--- src/rtl/cpu_ctrl_pkg.sv ---
// Shared definitions for the multi-cycle CPU control path: opcodes,
// FSM state encodings and the codes driven onto the datapath selects.
package cpu_ctrl_pkg;

    localparam int OPW = 6;
    localparam int STW = 3;

    typedef enum logic [2:0] {
        sIF     = 3'b000,
        sID     = 3'b001,
        sEXE_LS = 3'b010,
        sMEM    = 3'b011,
        sWB_L   = 3'b100,
        sEXE_BR = 3'b101,
        sEXE_AL = 3'b110,
        sWB_AL  = 3'b111
    } state_t;

    // Opcodes (IR[31:26])
    localparam logic [5:0] OP_ADD   = 6'b000000;
    localparam logic [5:0] OP_SUB   = 6'b000001;
    localparam logic [5:0] OP_ADDIU = 6'b000010;
    localparam logic [5:0] OP_AND   = 6'b010000;
    localparam logic [5:0] OP_ANDI  = 6'b010001;
    localparam logic [5:0] OP_ORI   = 6'b010010;
    localparam logic [5:0] OP_XORI  = 6'b010011;
    localparam logic [5:0] OP_SLL   = 6'b011000;
    localparam logic [5:0] OP_SLTI  = 6'b100110;
    localparam logic [5:0] OP_SLT   = 6'b100111;
    localparam logic [5:0] OP_SW    = 6'b110000;
    localparam logic [5:0] OP_LW    = 6'b110001;
    localparam logic [5:0] OP_BEQ   = 6'b110100;
    localparam logic [5:0] OP_BNE   = 6'b110101;
    localparam logic [5:0] OP_BLTZ  = 6'b110110;
    localparam logic [5:0] OP_J     = 6'b111000;
    localparam logic [5:0] OP_JR    = 6'b111001;
    localparam logic [5:0] OP_JAL   = 6'b111010;
    localparam logic [5:0] OP_HALT  = 6'b111111;

    // ALU operation codes
    localparam logic [2:0] ALU_ADD = 3'b000;
    localparam logic [2:0] ALU_SUB = 3'b001;
    localparam logic [2:0] ALU_ULT = 3'b010;
    localparam logic [2:0] ALU_SLT = 3'b011;
    localparam logic [2:0] ALU_SLL = 3'b100;
    localparam logic [2:0] ALU_OR  = 3'b101;
    localparam logic [2:0] ALU_AND = 3'b110;
    localparam logic [2:0] ALU_XOR = 3'b111;

    // PC source select
    localparam logic [1:0] PCSRC_PC4  = 2'b00;
    localparam logic [1:0] PCSRC_BR   = 2'b01;
    localparam logic [1:0] PCSRC_RS   = 2'b10;
    localparam logic [1:0] PCSRC_JUMP = 2'b11;

    // Destination register select
    localparam logic [1:0] REGDST_RA = 2'b00;
    localparam logic [1:0] REGDST_RT = 2'b01;
    localparam logic [1:0] REGDST_RD = 2'b10;

endpackage

--- src/rtl/alu_op_decode.sv ---
// Combinational decode of ALU-class opcodes into ALU controls and the
// write-back destination; 'defined' flags opcodes that run through sEXE_AL.
module alu_op_decode
    import cpu_ctrl_pkg::*;
(
    input  logic [5:0] opcode,
    output logic [2:0] alu_op,
    output logic       alu_src_a,
    output logic       alu_src_b,
    output logic       ext_sel,
    output logic [1:0] reg_dst,
    output logic       defined
);

    // Opcode table lookup; R-types write rd, I-types write rt
    always_comb begin
        alu_op    = ALU_ADD;
        alu_src_a = 1'b0;
        alu_src_b = 1'b0;
        ext_sel   = 1'b0;
        reg_dst   = REGDST_RD;
        defined   = 1'b1;
        case (opcode)
            OP_ADD:   alu_op = ALU_ADD;
            OP_SUB:   alu_op = ALU_SUB;
            OP_AND:   alu_op = ALU_AND;
            OP_SLT:   alu_op = ALU_SLT;
            OP_SLL: begin
                alu_op    = ALU_SLL;
                alu_src_a = 1'b1;
            end
            OP_ADDIU: begin
                alu_op = ALU_ADD; alu_src_b = 1'b1; ext_sel = 1'b1; reg_dst = REGDST_RT;
            end
            OP_ANDI: begin
                alu_op = ALU_AND; alu_src_b = 1'b1; reg_dst = REGDST_RT;
            end
            OP_ORI: begin
                alu_op = ALU_OR; alu_src_b = 1'b1; reg_dst = REGDST_RT;
            end
            OP_XORI: begin
                alu_op = ALU_XOR; alu_src_b = 1'b1; reg_dst = REGDST_RT;
            end
            OP_SLTI: begin
                alu_op = ALU_SLT; alu_src_b = 1'b1; ext_sel = 1'b1; reg_dst = REGDST_RT;
            end
            default: defined = 1'b0;
        endcase
    end

endmodule

--- src/rtl/multicycle_ctrl.sv ---
// Multi-cycle CPU control FSM: steps each instruction through fetch,
// decode, execute, memory and write-back, driving all datapath controls.
module multicycle_ctrl
    import cpu_ctrl_pkg::*;
#(
    parameter int OPW = 6,
    parameter int STW = 3
) (
    input  logic           CLK,
    input  logic           Reset,
    input  logic [OPW-1:0] opcode,
    input  logic           zero,
    output logic           PCWre,
    output logic           IRWre,
    output logic           ALUSrcA,
    output logic           ALUSrcB,
    output logic [2:0]     ALUOp,
    output logic           ExtSel,
    output logic [1:0]     RegDst,
    output logic           RegWre,
    output logic           WrRegDSrc,
    output logic           DBDataSrc,
    output logic           mRD,
    output logic           mWR,
    output logic [1:0]     PCSrc,
    output logic [STW-1:0] state
);

    state_t     state_q, state_d;
    logic [2:0] dec_alu_op;
    logic       dec_src_a, dec_src_b, dec_ext, dec_defined;
    logic [1:0] dec_reg_dst;
    logic       br_taken;

    alu_op_decode u_dec (
        .opcode    (opcode),
        .alu_op    (dec_alu_op),
        .alu_src_a (dec_src_a),
        .alu_src_b (dec_src_b),
        .ext_sel   (dec_ext),
        .reg_dst   (dec_reg_dst),
        .defined   (dec_defined)
    );

    // bltz runs slt against $0, so a clear zero flag means "less than zero"
    assign br_taken = ((opcode == OP_BEQ) &&  zero) ||
                      ((opcode == OP_BNE) && !zero) ||
                      ((opcode == OP_BLTZ) && !zero);

    // State register; reset always returns to fetch without touching the PC
    always_ff @(posedge CLK) begin
        if (Reset) state_q <= sIF;
        else       state_q <= state_d;
    end

    // Next-state and per-state controls; Reset overrides everything to 0
    always_comb begin
        state_d   = state_q;
        PCWre     = 1'b0;
        IRWre     = 1'b0;
        ALUSrcA   = 1'b0;
        ALUSrcB   = 1'b0;
        ALUOp     = ALU_ADD;
        ExtSel    = 1'b0;
        RegDst    = REGDST_RA;
        RegWre    = 1'b0;
        WrRegDSrc = 1'b0;
        DBDataSrc = 1'b0;
        mRD       = 1'b0;
        mWR       = 1'b0;
        PCSrc     = PCSRC_PC4;
        state     = state_q;
        case (state_q)
            sIF: begin
                IRWre   = 1'b1;
                state_d = sID;
            end
            sID: begin
                case (opcode)
                    OP_J: begin
                        PCWre = 1'b1; PCSrc = PCSRC_JUMP; state_d = sIF;
                    end
                    OP_JR: begin
                        PCWre = 1'b1; PCSrc = PCSRC_RS; state_d = sIF;
                    end
                    OP_JAL: begin
                        PCWre = 1'b1; PCSrc = PCSRC_JUMP; RegWre = 1'b1;
                        RegDst = REGDST_RA; WrRegDSrc = 1'b0; state_d = sIF;
                    end
                    OP_HALT: state_d = sID;
                    OP_BEQ, OP_BNE, OP_BLTZ: state_d = sEXE_BR;
                    OP_LW, OP_SW: state_d = sEXE_LS;
                    default: begin
                        if (dec_defined) begin
                            state_d = sEXE_AL;
                        end else begin
                            // unknown opcode retires as a NOP
                            PCWre = 1'b1; PCSrc = PCSRC_PC4; state_d = sIF;
                        end
                    end
                endcase
            end
            sEXE_AL, sWB_AL: begin
                ALUOp   = dec_alu_op;
                ALUSrcA = dec_src_a;
                ALUSrcB = dec_src_b;
                ExtSel  = dec_ext;
                state_d = sWB_AL;
                if (state_q == sWB_AL) begin
                    RegWre    = 1'b1;
                    WrRegDSrc = 1'b1;
                    DBDataSrc = 1'b0;
                    RegDst    = dec_reg_dst;
                    PCWre     = 1'b1;
                    PCSrc     = PCSRC_PC4;
                    state_d   = sIF;
                end
            end
            sEXE_BR: begin
                ALUOp   = (opcode == OP_BLTZ) ? ALU_SLT : ALU_SUB;
                PCWre   = 1'b1;
                PCSrc   = br_taken ? PCSRC_BR : PCSRC_PC4;
                state_d = sIF;
            end
            sEXE_LS, sMEM: begin
                ALUOp   = ALU_ADD;
                ALUSrcB = 1'b1;
                ExtSel  = 1'b1;
                state_d = sMEM;
                if (state_q == sMEM) begin
                    if (opcode == OP_LW) begin
                        mRD     = 1'b1;
                        state_d = sWB_L;
                    end else begin
                        mWR     = 1'b1;
                        PCWre   = 1'b1;
                        PCSrc   = PCSRC_PC4;
                        state_d = sIF;
                    end
                end
            end
            sWB_L: begin
                mRD       = 1'b1;
                DBDataSrc = 1'b1;
                WrRegDSrc = 1'b1;
                RegDst    = REGDST_RT;
                RegWre    = 1'b1;
                PCWre     = 1'b1;
                PCSrc     = PCSRC_PC4;
                state_d   = sIF;
            end
            default: state_d = sIF;
        endcase
        if (Reset) begin
            PCWre     = 1'b0;
            IRWre     = 1'b0;
            ALUSrcA   = 1'b0;
            ALUSrcB   = 1'b0;
            ALUOp     = 3'b000;
            ExtSel    = 1'b0;
            RegDst    = 2'b00;
            RegWre    = 1'b0;
            WrRegDSrc = 1'b0;
            DBDataSrc = 1'b0;
            mRD       = 1'b0;
            mWR       = 1'b0;
            PCSrc     = 2'b00;
            state     = sIF;
        end
    end

endmodule

--- config.mk ---
export PLATFORM = sky130hd
export DESIGN_NAME = multicycle_ctrl
export DESIGN_NICKNAME = d
export VERILOG_FILES = /design/src/rtl/cpu_ctrl_pkg.sv /design/src/rtl/alu_op_decode.sv /design/src/rtl/multicycle_ctrl.sv
export SDC_FILE = /design/constraint.sdc
export NUM_CORES = 1
export LEC_CHECK = 0
export ABC_AREA = 1
export BUFFER_PORTS_ARGS = -buffer_cell sky130_fd_sc_hd__buf_2
export CORE_UTILIZATION = 38
export CTS_BUF_LIST = sky130_fd_sc_hd__clkbuf_4
export DETAILED_ROUTE_END_ITERATION = 10
export PLACE_DENSITY_LB_ADDON = 0.25
export SLEW_MARGIN = 40
export SYNTH_ARGS = -nofsm -noshare
export SYNTH_HDL_FRONTEND = slang
export SYNTH_SLANG_ARGS = --single-unit
--- constraint.sdc ---
create_clock -name CLK -period 1.8 [get_ports CLK]
set_input_delay 0.36 -clock CLK [delete_from_list [all_inputs] [get_ports CLK]]
set_output_delay 0.36 -clock CLK [all_outputs]
set_load 0.02 [all_outputs]
==> results.py <==
metrics = {
    "finish": {
        "nFillCells": 73,
        "largest_reg_flops": 3,
        "diodes": 0,
        "drive_gt1_frac": 0.610,
        "top_register": "state_q",
        "largestRegisters": "state_q (3)",
        "fin_area_mm2": 0.00147,
        "utilization": 0.919,
        "area_growth_pct": 116,
        "fin_nets": 208,
    },
    "floorplanning": {
        "dieArea_mm2": 0.00196,
        "fp.dieH_um": 44.2,
        "num_rows": 14,
        "die_w_um": 44.2,
        "initial_core_util": 0.425,
        "num_io_pins": 29,
        "core_area_mm2": 0.00159,
    },
    "synth": {
        "syn-num-nets": 140,
        "async_flop_share": 0,
        "yosys_warnings": 0,
        "synth_area_leaders": "nand3_1, nand2_1, nor2_1, inv_1, dfxtp_1",
        "syn_avg_cell_area_um2": 5.30,
        "syn_area_um2": 678,
        "synth_flop_cell": "dfxtp_1",
        "synth_edf_count": 0,
        "yosys.area.top_type": "nand3_1",
        "yosys-top-cells-count": "nand2_1, nor2_1, inv_1, nand3_1, o21ai_0",
        "synth.distinct_cells": 23,
        "synth_seq_cells": 3,
        "yosysSeqAreaShare": 0.0886,
        "syn_inst": 128,
        "synth_top_area_frac": 0.140,
    },
    "outcome": {
        "violations": "design-rule violations, negative setup slack",
        "status": "finished, violations left",
    },
    "cts": {
        "cts_root_buffer": "clkbuf_4",
        "hold_buffers": 0,
        "cts_tree": "done",
        "cts_inserted_buffers": 3,
        "insertion_delay_ns": 0.26,
        "ctsHtreeMaxLevel": 1,
        "cts_max_path_buffers": 2,
        "clk_pin_slew_ns": 0.06,
        "cts.sinks": 3,
    },
    "route": {
        "drc": 2,
        "drt_iter0_markers": 140,
        "antenna_left": 0,
        "totalWireLength_um": 4490,
        "first_pass_iters": 11,
        "vias": 1396,
        "vias_per_cell": 6.37,
        "wire_per_inst_um": 20.5,
    },
    "setup_path": {
        "r2r_setup_slack_ns": 0.02,
        "r2r_cells": 11,
        "cp_max_fo": 5,
        "reg2reg_to": "state_q[0]",
        "critPathTopFamily": "buffers and inverters",
        "worstSetupEndpointType": "primary output",
        "cpPeakStageDelay_ns": 0.35,
        "critPathSlowestCell": "dfxtp_4",
        "crit_type": "flip-flop to primary output",
        "r2r_start": "state_q[1]",
        "cp_num_buf_inv": 4,
        "cp_cell_sequence": "buf_4, inv_4, nand3_2, inv_2, nand2_1, o21ai_1, nor2_1, a21oi_2, buf_6",
        "crit_required_ns": 1.44,
        "crit_arrival_ns": 1.62,
        "startpoint_type": "flip-flop",
    },
    "sta": {
        "max_freq_mhz": 504,
        "worst_pin_slew_ns": 0.361,
        "setup_slack_ns": -0.184,
        "setup_violations": 14,
        "slew_headroom": 0.758,
        "hold_violations": 0,
        "fin_skew_ns": 0.0159,
        "tns_ns": -1.31,
        "min_period_ns": 1.98,
        "whs_ns": 0.643,
        "finalCritPeriodShare": 1.10,
        "rsz0062_at_grt": "yes",
        "drv_slew": 0,
    },
    "power_and_ir_drop": {
        "p_total_mw": 0.481,
        "p_per_area_mw_per_mm2": 328,
        "p_leak_nw": 0.703,
        "worst_ir_drop_vdd_v": 0.000373,
    },
    "grt": {
        "grt_pass1_wl_um": 4720,
        "grt_use_total": 0.329,
        "grt_max_degree": 10,
        "antenna_found_initial": 0,
        "use_met3": 0.0735,
        "use_met2": 0.574,
        "busiest_layer": "met2",
        "grt-ovfl-total": 0,
        "grt_pass1_vias": 1091,
        "grtUsageMet1": 0.374,
    },
    "worst_hold_path": {
        "min_path_cells": 3,
        "hp-start": "Reset",
        "worst_hold_path_type": "primary input to flip-flop",
        "whs_endpoint": "state_q[0]",
    },
    "job": {
        "maxCapViolations": 0,
    },
    "placed_design": {
        "placed_area_um2": 990,
        "place.gp.congestion": 0.920,
        "io_buffers": 28,
        "hpwl_um": 1900,
    },
}
==> cells by family (layout without fill, tap and decap cells) <==
logic type | count (synthesis) | after routing | share of synthesized area
buffers and inverters | 23 | 90 | 0.127
adder cells (fa/ha/maj) | 3 | 3 | 0.0554
AND/OR/NAND/NOR | 79 | 79 | 0.561
AO/OA/AOI/OAI | 20 | 20 | 0.168
flip-flops | 3 | 3 | 0.0886
==> power breakdown <==
part           switching, mW  internal (mW)  total [mW]
clock network         0.0601         0.0998       0.160
registers            0.00753         0.0674      0.0750
logic                  0.140          0.106       0.246
total                  0.208          0.273       0.481
==> per-layer routing <==
metal,part of all wire,wire length (um)
met5,0,0
met4,0.094,423
met3,0.11,513
met2,0.44,1980
met1,0.35,1580
==> area by class of cell <==
| class | instances | area (um2) | share of cell area |
|---|---|---|---|
| clock buffer | 4 | 30.0 | 0.0205 |
| inverter | 22 | 87.6 | 0.0598 |
| multi-input combinational | 102 | 736 | 0.502 |
| sequential | 3 | 71.3 | 0.0487 |
| tap | 24 | 30.0 | 0.0205 |
| timing repair buffer | 64 | 510 | 0.348 |
==> placed cells by master (no fill, tap or decap), types with 3 or more instances in the layout <==
master / count
dfxtp_4: 3
nand2_2: 5
buf_4: 34
nand2_1: 19
nand3_1: 11
nand3_2: 7
inv_2: 9
o21ai_1: 3
nor2_1: 17
nor2_4: 6
clkbuf_4: 6
inv_1: 11
buf_2: 12
nand4_1: 3
nor2_2: 4
buf_6: 16
ha_4: 3
a21oi_1: 4
o21ai_0: 5
==> how the worst max path moves through the flow <==
stage / slack [ns] / cells after the start / start / endpoint
after floorplan: 0.05 / 4 / opcode[1] / ALUOp[1]
after global placement: 0.006 / 9 / opcode[2] / RegDst[0]
after detailed placement: -0.05 / 9 / opcode[2] / ALUSrcB
after CTS: -0.06 / 6 / state_q[1] / RegDst[0]
after global routing: -0.21 / 11 / opcode[5] / PCWre
final: -0.18 / 9 / state_q[2] / PCWre
==> tightest hold or removal path: stages <==
cell     delay (ns)
buf_2          0.21
buf_4          0.25
a31oi_4        0.04
==> per-stage QoR <==
stage,instances,worst slack [ns]
final,219,-0.184
after global routing,219,-0.207
after CTS,211,-0.0649
after detailed placement,196,-0.0541
after global placement,196,0.00598
after floorplan,128,0.0529
==> timing repair <==
item	4_1_cts	5_1_grt
endpoints found under the setup margin	12	14
gates resized for setup	37	51
pin swaps	9	17
endpoints found under the hold margin	0	0
setup buffers	12	8
Power figures use the tool's default switching activity.
